<file path="config.mk">
export PLATFORM = sky130hd
export DESIGN_NAME = ctr_sched
export DESIGN_NICKNAME = d
export VERILOG_FILES = /design/src/rtl/ctr_sched_pkg.sv /design/src/rtl/ctr_sched_rr_pick.sv /design/src/rtl/ctr_sched.sv
export SDC_FILE = /design/constraint.sdc
export NUM_CORES = 1
export LEC_CHECK = 0
export ABC_AREA = 0
export CORE_MARGIN = 2
export CORE_UTILIZATION = 41
export CTS_BUF_LIST = sky130_fd_sc_hd__clkbuf_16
export DETAILED_ROUTE_END_ITERATION = 16
export DONT_BUFFER_PORTS = 1
export HOLD_SLACK_MARGIN = 0.06
export SLEW_MARGIN = 10
export SYNTH_ARGS = -nofsm -noshare
export SYNTH_HDL_FRONTEND = slang
export SYNTH_SLANG_ARGS = --single-unit
</file>
<file path="constraint.sdc">
create_clock -name clk -period 1.85 [get_ports clk]
set_clock_uncertainty 0.1 [all_clocks]
set_input_delay 0.37 -clock clk [delete_from_list [all_inputs] [get_ports clk]]
set_output_delay 0.37 -clock clk [all_outputs]
set_load 0.01 [all_outputs]
</file>
<file path="src/rtl/ctr_sched_pkg.sv">
// ctr_sched_pkg: shared state encoding and default sizing for the counter scheduler
package ctr_sched_pkg;
    localparam int NREQ_DEF = 4;
    localparam int CW_DEF   = 3;
    typedef enum logic [1:0] {
        ST_IDLE = 2'd0,
        ST_RUN  = 2'd1,
        ST_DONE = 2'd2
    } state_t;
endpackage

</file>
<file path="src/rtl/ctr_sched_rr_pick.sv">
// rr_pick: combinational round-robin picker, first set req bit starting at ptr and wrapping
module rr_pick #(
    parameter int NREQ = 4,
    parameter int PW   = $clog2(NREQ)
) (
    input  logic [NREQ-1:0] req,
    input  logic [PW-1:0]   ptr,
    output logic [NREQ-1:0] pick,
    output logic [PW-1:0]   idx,
    output logic            any
);
    always_comb begin
        idx = '0;
        any = |req;
        // scan farthest offset first so the nearest set bit to ptr wins
        for (int k = NREQ - 1; k >= 0; k--)
            if (req[(int'(ptr) + k) % NREQ]) idx = PW'((int'(ptr) + k) % NREQ);
        pick = any ? (NREQ'(1) << idx) : '0;
    end
endmodule

</file>
<file path="src/rtl/ctr_sched.sv">
// ctr_sched: round-robin shared-counter scheduler granting (len+1)-cycle counting windows
module ctr_sched
    import ctr_sched_pkg::*;
#(
    parameter int NREQ = NREQ_DEF,
    parameter int CW   = CW_DEF
) (
    input  logic             clk,
    input  logic             rst_n,
    input  logic [NREQ-1:0]  req,
    input  logic [NREQ*CW-1:0] len,
    output logic [NREQ-1:0]  gnt,
    output logic             busy,
    output logic [NREQ-1:0]  done,
    output logic [CW-1:0]    cnt_o,
    output logic             ovflo_o
);
    localparam int PW = $clog2(NREQ);
    state_t          state, state_n;
    logic [NREQ-1:0] gnt_n, done_n, pick;
    logic [CW-1:0]   cnt_n, len_q, len_n;
    logic [PW-1:0]   ptr, ptr_n, win, win_n, idx, win_nx;
    logic            any;
    rr_pick #(.NREQ(NREQ), .PW(PW)) u_pick (
        .req  (req),
        .ptr  (ptr),
        .pick (pick),
        .idx  (idx),
        .any  (any)
    );
    assign win_nx  = (win == PW'(NREQ - 1)) ? '0 : win + 1'b1;
    assign busy    = (state == ST_RUN);
    assign ovflo_o = busy & (&cnt_o);
    always_comb begin
        state_n = state;
        gnt_n   = gnt;
        done_n  = '0;
        cnt_n   = cnt_o;
        len_n   = len_q;
        ptr_n   = ptr;
        win_n   = win;
        case (state)
            ST_RUN: begin
                // abort outranks completion on the same edge
                if (!req[win] || cnt_o == len_q) begin
                    state_n = req[win] ? ST_DONE : ST_IDLE;
                    done_n  = req[win] ? gnt : '0;
                    gnt_n   = '0;
                    ptr_n   = win_nx;
                end else begin
                    cnt_n = cnt_o + 1'b1;
                end
            end
            default: begin
                state_n = any ? ST_RUN : ST_IDLE;
                gnt_n   = pick;
                if (any) begin
                    win_n = idx;
                    len_n = len[int'(idx)*CW +: CW];
                    cnt_n = '0;
                end
            end
        endcase
    end
    always_ff @(posedge clk) begin
        if (!rst_n) begin
            state <= ST_IDLE;
            gnt   <= '0;
            done  <= '0;
            cnt_o <= '0;
            len_q <= '0;
            ptr   <= '0;
            win   <= '0;
        end else begin
            state <= state_n;
            gnt   <= gnt_n;
            done  <= done_n;
            cnt_o <= cnt_n;
            len_q <= len_n;
            ptr   <= ptr_n;
            win   <= win_n;
        end
    end
endmodule

</file>
==> results.txt <==
placed insts -> 137
EDFF count, synth -> 0
Global Route Usage Sum -> 17.4%
status -> completed
Sink Count -> 20
Root Driver -> clkbuf_16
commonest cells after routing, fill and taps aside -> dfxtp_1, nor2b_1, and2_1, mux2i_1, buf_4
NumNets Final -> 135
CTS clk-pin slew, worst paths -> 0.05 ns
Critical Path AT -> 1.80 ns
RSZ-0062 raised after global routing -> no
Final Hold Vio Count -> 0
dpl hpwl -> 1590 um
CP Capture Type -> register
synthesis-to-finish area growth -> 14.4%
period utilisation layout -> 93.0%
H-tree levels -> 1
die area -> 2860 sq um
worst stage delay on the critical path -> 0.53 ns
port buffer count -> 0
I/O Pins -> 31
die width -> 53.4 um
Die Span Y -> 53.4 um
crit path kind -> register to register
Max Root-Sink Buffers -> 2
Slew Viols, Final -> 0
endpoints failing setup -> 0
Sequential cell area -> 402 sq um
Routed WL per cell -> 14.5 um
number of global-route vias before repair -> 765
Post-Route M1 WL -> 913 um
wire length on met3 -> 138 um
CP Launch Type -> register
fill count -> 226
Peak VDD IR -> 0.000633 V
CTS Hold Bufs -> 0
total nets after synthesis -> 127
WL final -> 2030 um
measured slew at the worst slew-check pin -> 0.583 ns
Routed met2 length -> 928 um
Starting Density -> 44.5%
Via Count -> 782
register area share after synthesis -> 40.0%
fraction of layout cells with a size suffix above 1 -> 14.3%
multi-input logic area -> 563 sq um
hold crit path type -> input port to register
Static Leak -> 0.487 nW
Primary FF master, synth -> dfxtp_1
max-cap violations -> 0
Synth Cell Area -> 1000 sq um
setup TNS -> 0 ns
post-synthesis register bit count -> 20
cell count after synthesis -> 106
GP Congestion -> 0.754
first-pass GRT wire length -> 3430 um
Worst-Skew Late Latency -> 0.25 ns
pin count of the biggest net entering global routing -> 17
CP max-delay cell -> mux4_2
pwr dens -> 997 nW/um^2
initial antenna violation count -> 0
Yosys cell types -> 34
maximum net fanout on the critical path -> 3
first drt pass iteration count -> 4
CTS buffer count -> 3
min Tclk post-route -> 1.72 ns
CTS tree -> yes
WP data required -> 1.93 ns
Max Freq -> 581 MHz
FP Rows -> 17
YS warnings -> 0
most common cell after layout, fill and taps aside -> dfxtp_1
Mapped Avg Cell Area -> 9.45 sq um
n_diodes -> 0
Post-DRT Antenna Nets -> 0
DR vias/cell -> 5.59
Finished Layout Cells -> 140
Post-synth ARST share -> 0%
Core ar. -> 2250 sq um
GRT Residual Overflow -> 0
Hold WS -> 0.131 ns
Worst slew margin -> 60.8%
DR iter-0 viols -> 6
DRC -> 0
DR top layer -> met4
critical path, cell by cell -> mux4_2 -> inv_1 -> o21ai_1 -> or3_1 -> a21boi_1
-- sequential cells by signal, summed over array words and instances, names as in the netlist --
register  cells
done          4
ptr           2
cnt_o         3
win           2
gnt           4
len_q         3
state         2
-- worst max-delay path, delay by kind of cell (launching register included) --
family	cells	cell delay, ns
mux	1	0.53
flops	1	0.34
buf+inv	1	0.08
compound gates	2	0.26
simple gates	1	0.33
-- cell usage after synthesis (4+ instances only) --
cell | count | area share, %
a211oi_1 | 6 | 4.5
nand2_1 | 4 | 1.5
inv_1 | 5 | 1.9
and2_1 | 7 | 4.4
nor2b_1 | 11 | 6.9
dfxtp_1 | 20 | 40
mux2i_1 | 7 | 7.0
-- what timing repair did --
action / in CTS / in global routing
setup endpoints to repair: 0 / 6
endpoints found under the hold margin: 0 / 0
setup buffers: 0 / 0
gates resized for setup: 0 / 2
-- power breakdown --
group / switching [mW] / internal (mW)
registers: 0.0289 / 0.465
logic: 0.115 / 0.0934
clock network: 0.154 / 0.285
total: 0.298 / 0.844
-- cells by family (layout without fill, tap and decap cells) --
kind of cell	Yosys count	in the layout	share of synthesized area (%)
xor gates and xnor gates	3	3	2.62
AOI/OAI and AO/OA	26	26	17.4
buffers and inverters	9	15	4.12
and+or+nand+nor	37	37	23.0
adders and majority gates	3	3	3.75
muxes	8	8	9.24
DFF	20	20	39.9
-- per-stage QoR --
stage	utilization [%]	total power [mW]	instance area (sq um)	worst slack, ns
3_3_place_gp	47.3	0.705	1070	0.0151
5_1_grt	50.8	1.21	1150	0.00267
3_5_place_dp	47.3	0.710	1070	0.0167
6_report	50.8	1.14	1150	0.129
4_1_cts	50.7	1.15	1140	0.0855
2_1_floorplan	-	0.663	1000	0.229
-- routing by layer --
metal | global-route usage [%] | vias up
li1 | - | 390
met1 | 20.2 | 357
met2 | 27.2 | 30
met3 | 5.37 | 5
met4 | 11.5 | 0
met5 | 0 | -
-- cell type report --
type | instances | area share [%]
repair buffers | 7 | 4.59
inverters | 5 | 1.64
well taps | 28 | 3.06
flip-flops and latches | 20 | 35.0
multi-input cells | 77 | 49.1
clock buffers | 3 | 6.55
-- path summary, 6_finish.rpt --
kind | startpoint | to | slack (ns) | cells after the start
worst max-delay path | win[1] | ptr[0] | 0.13 | 5
worst min-delay path | rst_n | win[1] | 0.13 | 1
worst max register to register | win[1] | ptr[0] | 0.13 | 5
worst min register to register | ptr[0] | ptr[0] | 0.41 | 2
No activity file was read; power rests on OpenSTA's default activity.
